<file path="config.mk">
export PLATFORM = sky130hd
export DESIGN_NAME = jk_counter_sequencer
export DESIGN_NICKNAME = d
export VERILOG_FILES = /design/src/rtl/jk_seq_pkg.sv /design/src/rtl/jk_cell.sv /design/src/rtl/jk_counter_sequencer.sv
export SDC_FILE = /design/constraint.sdc
export NUM_CORES = 1
export LEC_CHECK = 0
export CORE_UTILIZATION = 48
export CTS_BUF_LIST = sky130_fd_sc_hd__clkbuf_8
export DETAILED_ROUTE_END_ITERATION = 7
export HOLD_SLACK_MARGIN = 0.12
export PLACE_DENSITY = 0.77
export SETUP_SLACK_MARGIN = 0.05
export SLEW_MARGIN = 40
export SYNTH_ARGS = -nofsm -noshare
export SYNTH_HDL_FRONTEND = slang
export SYNTH_SLANG_ARGS = --single-unit
</file>
<file path="constraint.sdc">
create_clock -name clock -period 2.2 [get_ports clock]
set_input_delay 0.22 -clock clock [delete_from_list [all_inputs] [get_ports clock]]
set_output_delay 0.22 -clock clock [all_outputs]
set_load 0.05 [all_outputs]
</file>
<file path="src/rtl/jk_seq_pkg.sv">
// Shared encodings for the JK counter sequencer: command opcodes and FSM states.
package jk_seq_pkg;

   localparam logic [1:0] OP_CLEAR = 2'b00;
   localparam logic [1:0] OP_LOAD  = 2'b01;
   localparam logic [1:0] OP_UP    = 2'b10;
   localparam logic [1:0] OP_DOWN  = 2'b11;

   localparam logic [1:0] S_IDLE  = 2'd0;
   localparam logic [1:0] S_APPLY = 2'd1;
   localparam logic [1:0] S_COUNT = 2'd2;
   localparam logic [1:0] S_DONE  = 2'd3;

   // UP and DOWN share the high opcode bit; the low bit then selects direction.
   function automatic logic is_count_op(input logic [1:0] op);
      return op[1];
   endfunction

endpackage

</file>
<file path="src/rtl/jk_cell.sv">
// Single JK flip-flop: 00 hold, 01 reset, 10 set, 11 toggle; async active-low reset to 0.
module jk_cell (
   input  logic clock,
   input  logic reset_n,
   input  logic j,
   input  logic k,
   output logic q
);

   always_ff @(posedge clock or negedge reset_n) begin
      if (!reset_n) begin
         q <= 1'b0;
      end else begin
         case ({j, k})
            2'b01:   q <= 1'b0;
            2'b10:   q <= 1'b1;
            2'b11:   q <= ~q;
            default: q <= q;
         endcase
      end
   end

endmodule

</file>
<file path="src/rtl/jk_counter_sequencer.sv">
// Command-driven counter built from a bank of JK flip-flops; the sequencer decides
// per-bit J/K every cycle and owns the bank.
//
// state   | meaning
// S_IDLE  | ready for a command, bank holds
// S_APPLY | one cycle of CLEAR/LOAD drive onto the bank
// S_COUNT | stepping up/down once per edge until steps run out or abort
// S_DONE  | one-cycle completion pulse, then back to idle
module jk_counter_sequencer
   import jk_seq_pkg::*;
#(
   parameter int WIDTH  = 4,
   parameter int STEP_W = 8
) (
   input  logic              clock,
   input  logic              reset_n,
   input  logic              cmd_valid,
   output logic              cmd_ready,
   input  logic [1:0]        cmd_op,
   input  logic [WIDTH-1:0]  cmd_data,
   input  logic [STEP_W-1:0] cmd_steps,
   input  logic              abort,
   output logic [WIDTH-1:0]  q,
   output logic [WIDTH-1:0]  j_vec,
   output logic [WIDTH-1:0]  k_vec,
   output logic              busy,
   output logic              done,
   output logic              wrap
);

   logic [1:0]        state, state_next;
   logic [1:0]        op_r;
   logic [WIDTH-1:0]  data_r;
   logic [STEP_W-1:0] steps_left;
   logic [WIDTH-1:0]  tog;
   logic              run;
   logic              accept;
   logic              step_take;
   logic              wrap_hit;

   assign cmd_ready = (state == S_IDLE);
   assign accept    = cmd_valid && cmd_ready;
   assign step_take = (state == S_COUNT) && !abort;

   // A bit toggles when every lower bit is 1 (up) or 0 (down); bit 0 always toggles.
   always_comb begin
      tog = '0;
      run = 1'b1;
      for (int i = 0; i < WIDTH; i++) begin
         tog[i] = run;
         run    = run & (op_r[0] ? ~q[i] : q[i]);
      end
   end

   // The step about to be taken wraps when q sits at the extreme for the direction.
   assign wrap_hit = step_take && (op_r[0] ? (q == '0) : (&q));

   always_comb begin
      state_next = state;
      case (state)
         S_IDLE: begin
            if (accept) begin
               if (!is_count_op(cmd_op))   state_next = S_APPLY;
               else if (cmd_steps != '0)   state_next = S_COUNT;
               else                        state_next = S_DONE;
            end
         end
         S_APPLY: state_next = S_DONE;
         S_COUNT: begin
            if (abort || (steps_left == STEP_W'(1))) state_next = S_DONE;
         end
         S_DONE:  state_next = S_IDLE;
         default: state_next = S_IDLE;
      endcase
   end

   always_comb begin
      j_vec = '0;
      k_vec = '0;
      case (state)
         S_APPLY: begin
            if (op_r == OP_CLEAR) begin
               k_vec = '1;
            end else begin
               j_vec = data_r;
               k_vec = ~data_r;
            end
         end
         S_COUNT: begin
            if (!abort) begin
               j_vec = tog;
               k_vec = tog;
            end
         end
         default: ;
      endcase
   end

   always_ff @(posedge clock or negedge reset_n) begin
      if (!reset_n) begin
         state      <= S_IDLE;
         op_r       <= OP_CLEAR;
         data_r     <= '0;
         steps_left <= '0;
         busy       <= 1'b0;
         done       <= 1'b0;
         wrap       <= 1'b0;
      end else begin
         state <= state_next;
         busy  <= (state_next != S_IDLE);
         done  <= (state_next == S_DONE);
         wrap  <= wrap_hit;
         if (accept) begin
            op_r       <= cmd_op;
            data_r     <= cmd_data;
            steps_left <= is_count_op(cmd_op) ? cmd_steps : '0;
         end else if (step_take) begin
            steps_left <= steps_left - STEP_W'(1);
         end else if (state == S_COUNT) begin
            steps_left <= '0;
         end
      end
   end

   for (genvar i = 0; i < WIDTH; i++) begin : g_bank
      jk_cell u_cell (
         .clock   (clock),
         .reset_n (reset_n),
         .j       (j_vec[i]),
         .k       (k_vec[i]),
         .q       (q[i])
      );
   end

endmodule

</file>
[Word level (Yosys, flattened, before mapping)]
Cells that the tools add are included.
Word-level totals
  register bits after elaboration: 23
  bits in latches: 0
  bits in writable memories: 0
  bits in read-only memories: 0
  input port bits: 18
  output and inout port bits: 16
  logic and storage cells: 74
  memories kept: 0
Cells by class
  $add $sub $neg: 1
  multiply operators: 0
  divide/modulo/power cells: 0
  magnitude comparators: 0
  equal/unequal tests: 17
  shift operators: 0
  mux-type cells: 22
  bitwise gates (word level): 7
  reductions and logical operators: 16
Operators by type and width (number)
  two-way mux 8 bit: 4
  equality test 2 bit (second input constant): 11
  one-hot mux 4 bit (2 select lines): 2
  nonzero test 3 bit: 5
  two-way mux 4 bit: 3
  one-hot mux 1 bit (3 select lines): 4
  equality test 2 x 1 -> 1 bit (second input constant): 5
  equality test 8 x 1 -> 1 bit (second input constant): 1
  one-hot mux 2 bit (4 select lines): 1
  nonzero test 8 bit: 1
  subtractor 8 x 1 -> 8 bit (second input constant): 1
  two-way mux 2 bit: 3
  two-way mux 1 bit: 5
  zero test 2 bit: 2
  zero test 4 bit: 1
  inverter 1 bit: 4
  inverter 4 bit: 1
  AND reduction 4 bit: 1
  logical AND 1 bit: 3
  AND 1 bit: 2
  nonzero test 2 bit: 1
  zero test 1 bit: 1
  logical OR 1 bit: 1

[Depth between registers and ports, before layout]
Gate-level depths: netlist of the first run.
  depth in word-level cells: 8
  depth in mapped cells: 8
  gate-level depth less buffers: 6

[Hierarchy]
A second synthesis of the first run with hierarchy kept.
Second synthesis, totals
  cells, all modules: 154
  area total of the unflattened synthesis: 1351.3 um^2
Modules (own cells, without submodules)
  jk_counter_sequencer: instances 1, cells an instance 142, area each 1216.2 um^2, seq. area each 475.5 um^2
  jk_cell: instances 4, cells an instance 3, area each 33.8 um^2, seq. area each 25.0 um^2

[Worst setup path after synthesis of the first run]
Ideal clock, no wire load.
  kind: reg-to-reg
  start point: reg state[0]
  end point: reg steps_left[3]
  data arrival time: 1.948 ns
  path slack: 0.126 ns
  stages on the path, launching flop included: 7
  period minus slack after synthesis: 2.074 ns
  cells stage by stage: dfrtp_1 -> inv_1 -> ha_1 -> nand2_1 -> nand2_2 -> o22ai_1 -> a221o_1
Between the ends
  elaborated cells on any way between the ends: 7
  classes of those cells: eq/ne: 1; mux: 2; reduce/logical: 4
RTL lines
  start, declared: RTL line jk_counter_sequencer.sv:31  | logic [1:0] state, state_next;
  start signal, assigned: RTL line jk_counter_sequencer.sv:109  | state <= state_next;
  zero test 2 bit (*): RTL line jk_counter_sequencer.sv:41  | assign cmd_ready = (state == S_IDLE);
  named net cmd_ready: RTL line jk_counter_sequencer.sv:18  | output logic cmd_ready,
  logical AND 1 bit (*): RTL line jk_counter_sequencer.sv:42  | assign accept = cmd_valid && cmd_ready;
  nonzero test 3 bit (no line) or two-way mux 8 bit (tied branches)
  end signal, assigned: RTL line jk_counter_sequencer.sv:116  | steps_left <= is_count_op(cmd_op) ? cmd_steps : '0;
  end signal, assigned: RTL line jk_counter_sequencer.sv:118  | steps_left <= steps_left - STEP_W'(1);
  end, declared: RTL line jk_counter_sequencer.sv:34  | logic [STEP_W-1:0] steps_left;
The timed path passes the listed nets; every way through them passes the cells marked *.
A chain may end at the register's enable or synchronous reset.

[Worst setup path after layout of the first run]
  start point: reg state[0]
  end point: out j_vec[0]
Between the ends
  word-level cells in the longest chain between the ends: 2
  elaborated cells on any way between the ends: 3
  classes of those cells: eq/ne: 2; mux: 1
Ends and longest elaborated chain
  equality test 2 bit or equality test 2 x 1 -> 1 bit (tied branches): RTL line jk_counter_sequencer.sv:80  | case (state)
  one-hot mux 4 bit (2 select lines) (*): RTL line jk_counter_sequencer.sv:80
  end, declared: RTL line jk_counter_sequencer.sv:24  | output logic [WIDTH-1:0] j_vec,
Mark *: on every way between the ends. The rest lies on a longest branch, timed or not.

==> results.json, run 1 <==
{
  "required_ps": 1980,
  "syn_inst": 175,
  "rows": 20,
  "hpwl_um": 2700,
  "synth_area_mm2": 0.00152,
  "instances_no_fill": 245,
  "clock_path_buffers": 2,
  "drc": 0,
  "nNetsFinal": 225,
  "cts_root_buf": "clkbuf_8",
  "setup-violations-final": 0,
  "ys.flop_type": "dfrtp_1",
  "wl_um": 3670,
  "p_per_area_mw_per_mm2": 1620,
  "status": "finished, final reports clean",
  "dp_cells": 238,
  "setup_tns_ps": 0,
  "dieArea_mm2": 0.00340,
  "clk_latency_ps": 270,
  "initial_core_util_pct": 50.2,
  "numPortBuffers": 33,
  "worst_pin_slew_ps": 491,
  "maxSlewViolCount": 0,
  "vias": 1396,
  "first_pass_iters": 4,
  "drive_above_1_share_pct": 16.9,
  "antenna_found_initial": 0,
  "ys_warn_count": 0,
  "synthDistinctLibCells": 44,
  "area_growth_pct": 31.1,
  "ys_seq_elements": 23,
  "cts_tree": "built",
  "die_w_um": 58.3,
  "start_kind": "flip-flop",
  "viasPerCell": 5.70,
  "drt_iter0_drc": 57,
  "synthArstFlopShare_pct": 100,
  "hold_path_class": "input pin to asynchronous set/reset pin",
  "clock-sinks": 23,
  "cts_max_level": 1,
  "grt_use_total_pct": 23.0,
  "core_area_mm2": 0.00303,
  "syn_area_per_cell_um2": 8.69,
  "grt_overflow": 0,
  "peakVddDrop_mv": 0.623,
  "grt_setup_unrepaired": "no",
  "drv_cap": 0,
  "synth_nets": 198,
  "critPathCaptureType": "primary output",
  "die_y_um": 58.3,
  "worstPathMaxFanout": 9,
  "hold_viol": 0,
  "grt_pass1_vias": 1400,
  "crit_type": "flip-flop to primary output",
  "fin_skew_ps": 1.69,
  "power_leakage_nw": 0.846,
  "postCtsHoldBufs": 0,
  "fmax_mhz": 488,
  "relSlewSlack_pct": 67.2,
  "post-route-period-util_pct": 93.1,
  "n_antenna_cell": 0,
  "grt_pass1_wl_um": 6110,
  "cp.arrival_ps": 1830,
  "grt_max_degree": 24,
  "antenna_left": 0,
  "cts.clk_slew.worst_paths_ps": 80,
  "synth.yosys.seq_area_share_pct": 37.8,
  "cts_inserted_buffers": 3,
  "post_drt_wl_per_cell_um": 15.0,
  "place_congestion": 0.914,
  "synth_edf_count": 0,
  "period_minus_slack_ps": 2050,
  "hold_ws_ps": 301,
  "io_pins": 34,
  "n_fill_cell": 263
}
==> through the flow <==
step | utilization [%] | cell area (um2) | power, mW | setup WS, ps
after floorplan | - | 1520 | 2.25 | 126
after global placement | 62.6 | 1890 | 2.73 | 314
after detailed placement | 62.6 | 1890 | 2.79 | 292
after CTS | 64.1 | 1940 | 3.07 | 49.8
after global routing | 65.9 | 1990 | 3.44 | 80.5
final | 65.9 | 1990 | 3.24 | 152
==> path summary, 6_finish.rpt <==
check | start | depth (start not counted) | slack [ps] | end
worst max-delay path | state[0] | 7 | 150 | j_vec[0]
worst min-delay path | reset_n | 2 | 300 | done
worst max register to register | state[1] | 8 | 380 | g_bank[3].u_cell.q
worst min register to register | data_r[1] | 2 | 530 | data_r[1]
max in group asynchronous | reset_n | 2 | 1660 | data_r[1]
min in group clock | cmd_data[1] | 3 | 470 | data_r[1]
==> registers in the layout, summed over array words and instances, names as in the netlist <==
register         count
done                 1
g_bank.u_cell.q      4
wrap                 1
op_r                 2
steps_left           8
state                2
busy                 1
data_r               4
==> synth_stat cells, types with 3 or more instances <==
cell	number	area share [%]
nand2_1	31	7.6
a21oi_1	13	4.3
buf_4	15	7.4
nor2_1	8	2.0
nand3_1	4	1.3
nand4_1	3	1.2
inv_1	8	2.0
o21ai_0	13	4.3
dfrtp_1	23	38
nor3b_1	3	1.5
xor2_1	3	1.7
ha_1	5	4.1
==> layer usage <==
layer	vias to the layer above	global-route usage, %	wire length (um)
met5	-	0	0
met4	0	8.50	29
met3	4	3.30	128
met2	37	40.2	1930
met1	696	29.1	1580
li1	659	-	-
==> cells in the final DEF (no fill, tap or decap), drive strengths merged, types with 2 or more instances in the layout <==
cell type / netlist / routed
nor2: 8 / 8
nor3b: 3 / 3
a21oi: 13 / 13
o311ai: 2 / 2
nand3: 4 / 4
inv: 8 / 8
nand4: 3 / 3
clkdlybuf4s50: 0 / 24
nor4: 2 / 2
nor3: 2 / 2
a221o: 2 / 2
nand2: 32 / 32
o22ai: 2 / 2
xor2: 3 / 3
buf: 17 / 15
ha: 5 / 5
a2bb2oi: 2 / 2
dfrtp: 23 / 23
a31oi: 2 / 2
mux2: 2 / 2
clkbuf: 2 / 4
a22oi: 2 / 2
nand2b: 2 / 2
mux2i: 2 / 2
and2: 2 / 2
nor4b: 3 / 3
o21ai: 15 / 15
==> where the power goes <==
group | internal (mW) | total (mW) | switching (mW)
registers | 0.610 | 0.850 | 0.240
logic | 0.905 | 2.12 | 1.22
clock network | 0.125 | 0.267 | 0.142
==> critical path, stage by stage (launching register included) <==
cell	delay, ps
dfrtp_1	440
inv_2	130
ha_4	200
and2b_1	210
buf_4	170
a21oi_1	50
nor2_1	190
buf_12	170
==> cell type report <==
class | instances | area (um2) | area share, %
Multi-Input combinational cell | 125 | 818 | 41.0
Inverter | 8 | 33.8 | 1.69
Timing Repair Buffer | 41 | 467 | 23.4
Clock inverter | 1 | 3.75 | 0.188
Sequential cell | 23 | 576 | 28.9
Tap cell | 44 | 55.1 | 2.76
Clock buffer | 3 | 41.3 | 2.07
==> cells by family after synthesis <==
kind of cell | after synthesis | share of synthesized area (%)
and+or+nand+nor | 67 | 22.9
AOI/OAI and AO/OA | 46 | 20.1
buffers and inverters | 27 | 10.5
DFF | 23 | 37.8
adders and majority gates | 5 | 4.11
muxes | 4 | 2.80
xor gates and xnor gates | 3 | 1.73
==> timing repair <==
action | 4_1_cts | 5_1_grt
gates resized for setup | 2 | 7
setup endpoints to repair | 9 | 8
pin swaps | 0 | 1
setup buffers | 0 | 3
No activity file was read; power rests on OpenSTA's default activity.
==> inputs of run 2 (changes only) <==
Settings changed: RECOVER_POWER set to 25.
==> results.json, run 2 (synthesis results as in run 1) <==
{
  "n_antenna_cell": 0,
  "numPortBuffers": 33,
  "drt_iter0_drc": 57,
  "worstPathMaxFanout": 9,
  "nNetsFinal": 225,
  "wl_met3_um": 128,
  "setup_slack_ps": 152,
  "setup-violations-final": 0,
  "cts_inserted_buffers": 3,
  "power_leakage_nw": 0.843,
  "cts_tree": "built",
  "hold_viol": 0,
  "grt_pass1_wl_um": 6110,
  "design_area_mm2": 0.00199,
  "p_per_area_mw_per_mm2": 1630,
  "antenna_found_initial": 0,
  "period_minus_slack_ps": 2050,
  "met1_length_um": 1580,
  "grt_pass1_vias": 1400,
  "area_growth_pct": 30.8,
  "peakVddDrop_mv": 0.623,
  "crit_path_cell_trace": "inv_2 > ha_4 > and2b_1 > buf_4 > a21oi_1 > nor2_1 > buf_12",
  "antenna_left": 0,
  "final_common_cell": "nand2_1",
  "hpwl_um": 2700,
  "fin_total_pwr_mw": 3.24,
  "most-common-layout-cells": "nand2_1 (31), dfrtp_1 (23), clkdlybuf4s50_1 (23)",
  "worst_pin_slew_ps": 1270,
  "cts_max_level": 1,
  "start_kind": "flip-flop",
  "largest_reg_flops": 8,
  "critPathCaptureType": "primary output",
  "post_drt_wl_per_cell_um": 15.0,
  "drive_above_1_share_pct": 16.4,
  "fin_skew_ps": 1.76,
  "die_w_um": 58.3,
  "grt_setup_unrepaired": "no",
  "pre_cts_slack_ps": 292,
  "first_pass_iters": 4,
  "drc": 0,
  "dpl_cell_area_mm2": 0.00189,
  "grt_overflow": 0,
  "clock-sinks": 23,
  "fmax_mhz": 488,
  "hold_ws_ps": 473,
  "final_util_pct": 65.7,
  "dieArea_mm2": 0.00340,
  "required_ps": 1980,
  "highest_layer": "met4",
  "instances_no_fill": 245,
  "drv_cap": 0,
  "initial_core_util_pct": 50.2,
  "top_regs": "steps_left x8, data_r x4, g_bank.u_cell.q x4",
  "rows": 20,
  "io_pins": 34,
  "place_congestion": 0.914,
  "hold_path_class": "input pin to flip-flop",
  "viasPerCell": 5.70,
  "status": "finished, final reports clean",
  "crit_type": "flip-flop to primary output",
  "crit_slowest_cell": "dfrtp_1",
  "relSlewSlack_pct": 15.2,
  "n_fill_cell": 262,
  "vias": 1396,
  "grt_max_degree": 24,
  "core_area_mm2": 0.00303,
  "wl_um": 3670,
  "cts_root_buf": "clkbuf_8",
  "regMostFlops": "steps_left",
  "post-route-period-util_pct": 93.1,
  "die_y_um": 58.3,
  "maxSlewViolCount": 0,
  "setup_tns_ps": 0,
  "dp_cells": 238,
  "routed-wl-met2_um": 1930,
  "cts.clk_slew.worst_paths_ps": 80,
  "clock_path_buffers": 2,
  "r2r_setup_slack_ps": 380,
  "cp.arrival_ps": 1830,
  "grt_use_total_pct": 23.0,
  "cp_slowest_stage_delay_ps": 440,
  "clk_latency_ps": 270
}
==> run 2: report_power, final <==
part           internal [mW]  switching, mW  total (mW)
clock network          0.125          0.142       0.267
registers              0.610          0.240       0.850
logic                  0.904           1.22        2.12
total                   1.64           1.60        3.24
==> run 2: cell type report <==
cell class | instances | area [um2] | area share [%]
multi-input cells | 125 | 818 | 41.1
flip-flops and latches | 23 | 576 | 28.9
repair buffers | 41 | 463 | 23.3
well taps | 44 | 55.1 | 2.77
clock buffers | 3 | 41.3 | 2.07
inverters | 8 | 33.8 | 1.70
clock inverters | 1 | 3.75 | 0.189
==> run 2: worst max-delay path: cells and delay by family (launching register included) <==
family / cells / cell delay (ps)
buf+inv: 3 / 470
simple gates: 2 / 400
fa+ha+maj: 1 / 200
flops: 1 / 440
compound gates: 1 / 50
==> run 2: routing by layer <==
layer  global-route usage, %  vias up
met4                    8.50        0
met5                       0        -
met2                    40.2       37
met1                    29.1      696
met3                    3.30        4
li1                        -      659
==> run 2: path summary, 6_finish.rpt <==
kind	start	endpoint	cells after the start
max	state[0]	j_vec[0]	7
min	cmd_data[1]	data_r[1]	3
max reg2reg	state[1]	g_bank[3].u_cell.q	8
min reg2reg	data_r[1]	data_r[1]	2
max in group asynchronous	reset_n	data_r[1]	2
min in group asynchronous	reset_n	done	2
==> run 2: timing repair <==
item | in CTS | in global routing
buffers inserted | 0 | 3
endpoints found under the setup margin | 9 | 8
gates resized for setup | 2 | 7
pin swaps | 0 | 1
hold buffers | 0 | 0
==> inputs of run 3 (changes only) <==
Settings changed: CORE_ASPECT_RATIO set to 1.75, SLEW_MARGIN 40 to 5.
==> results.json, run 3 (synthesis results as in run 1) <==
{
  "period_minus_slack_ps": 2070,
  "worstSetupStartpoint": "state[0]",
  "rows": 26,
  "crit_buf_inv": 2,
  "postCtsHoldBufs": 0,
  "clk_latency_ps": 270,
  "setup_slack_ps": 126,
  "crit_family": "flip-flops",
  "viasPerCell": 5.75,
  "die_y_um": 76.5,
  "drt_iter0_drc": 74,
  "dp_cells": 234,
  "p_per_area_mw_per_mm2": 1600,
  "fin_total_pwr_mw": 3.13,
  "use_met1_pct": 28.6,
  "dpl_cell_area_mm2": 0.00187,
  "final_util_pct": 66.0,
  "cts_max_level": 1,
  "hold_viol": 0,
  "clock-sinks": 23,
  "grt_setup_unrepaired": "yes",
  "maxSlewViolCount": 0,
  "r2r-start": "state[1]",
  "regArea_um2": 576,
  "hold_ws_ps": 474,
  "grt_overflow": 0,
  "power_leakage_nw": 0.838,
  "required_ps": 1980,
  "multiInputGateArea_um2": 802,
  "post-route-period-util_pct": 94.3,
  "wl_um": 3830,
  "grt_use_total_pct": 25.2,
  "crit_type": "flip-flop to primary output",
  "cts_root_buf": "clkbuf_8",
  "numPortBuffers": 33,
  "regMostFlops": "steps_left",
  "initial_core_util_pct": 51.4,
  "clock_path_buffers": 2,
  "crit_slowest_cell": "dfrtp_1",
  "worstHoldStart": "cmd_data[0]",
  "n_antenna_cell": 0,
  "place_congestion": 0.906,
  "dieArea_mm2": 0.00341,
  "drc": 0,
  "cts.clk_slew.worst_paths_ps": 80,
  "die_w_um": 44.6,
  "gr-usage-met2_pct": 43.1,
  "largest_reg_flops": 8,
  "instances_no_fill": 241,
  "drive_above_1_share_pct": 15.6,
  "most-common-layout-cells": "nand2_1 (31), dfrtp_1 (23), clkdlybuf4s50_1 (23)",
  "first_pass_iters": 4,
  "antenna_found_initial": 0,
  "nNetsFinal": 223,
  "hpwl_um": 2970,
  "worst_pin_slew_ps": 1260,
  "n_fill_cell": 223,
  "antenna_left": 0,
  "drv_cap": 0,
  "critPathCaptureType": "primary output",
  "setup-violations-final": 0,
  "worstPathMaxFanout": 9,
  "pre_cts_slack_ps": 114,
  "cp.arrival_ps": 1850,
  "relSlewSlack_pct": 15.8,
  "start_kind": "flip-flop",
  "crit_path_cell_trace": "inv_1 > ha_2 > and2b_2 > o211ai_2 > a21oi_2 > buf_12",
  "fmax_mhz": 482,
  "grt_pass1_vias": 1378,
  "cts_tree": "built",
  "r2r_setup_slack_ps": 320,
  "peakVddDrop_mv": 0.865,
  "core_area_mm2": 0.00296,
  "vias": 1385,
  "fin_skew_ps": 2.44,
  "busiest_layer": "met2",
  "status": "finished, final reports clean",
  "area_growth_pct": 28.5,
  "setup_tns_ps": 0,
  "io_pins": 34,
  "top_regs": "steps_left x8, data_r x4, g_bank.u_cell.q x4",
  "design_area_mm2": 0.00195,
  "use_met3_pct": 2.37,
  "cts_inserted_buffers": 3,
  "post_drt_wl_per_cell_um": 15.9,
  "grt_max_degree": 24,
  "grt_pass1_wl_um": 6390,
  "cp_slowest_stage_delay_ps": 400,
  "final_common_cell": "nand2_1",
  "hold_path_class": "input pin to flip-flop"
}
## run 3: worst reg2reg max path, cell delays in order (launching register included)
cell and delay (ps):
dfrtp_1 410, inv_1 100, ha_1 310, and2_1 420
nor2_1 180, o21ai_0 180, o311ai_0 140
## run 3: layer usage
metal / routed length, um / up-vias
met5: 0 / -
met4: 189 / 0
met3: 149 / 19
met2: 2130 / 65
met1: 1350 / 648
li1: - / 653
## run 3: what timing repair did
action | CTS | global route
pin swaps | 0 | 0
resized for setup | 4 | 1
endpoints found under the setup margin | 7 | 7
buffers inserted | 2 | 1
## run 3: final cells by class
type                    instances  area share (%)
inverters                       8            1.54
clock buffers                   3            2.11
multi-input cells             125            41.0
flip-flops and latches         23            29.4
well taps                      42            2.69
clock inverters                 1           0.192
repair buffers                 39            23.0
## run 3: where the power goes
part           internal, mW  total (mW)  switching [mW]
Clock                 0.125       0.266           0.141
Combinational         0.810        2.01            1.20
Sequential            0.610       0.857           0.247
Total                  1.54        3.13            1.59
## run 3: worst paths after layout
path                                       to  cells past startpoint
setup / recovery                     j_vec[3]                      6
hold / removal                      data_r[0]                      3
setup reg to reg                steps_left[5]                      6
hold reg to reg                     data_r[1]                      2
max in group asynchronous  g_bank[0].u_cell.q                      2
min in group asynchronous       steps_left[3]                      2
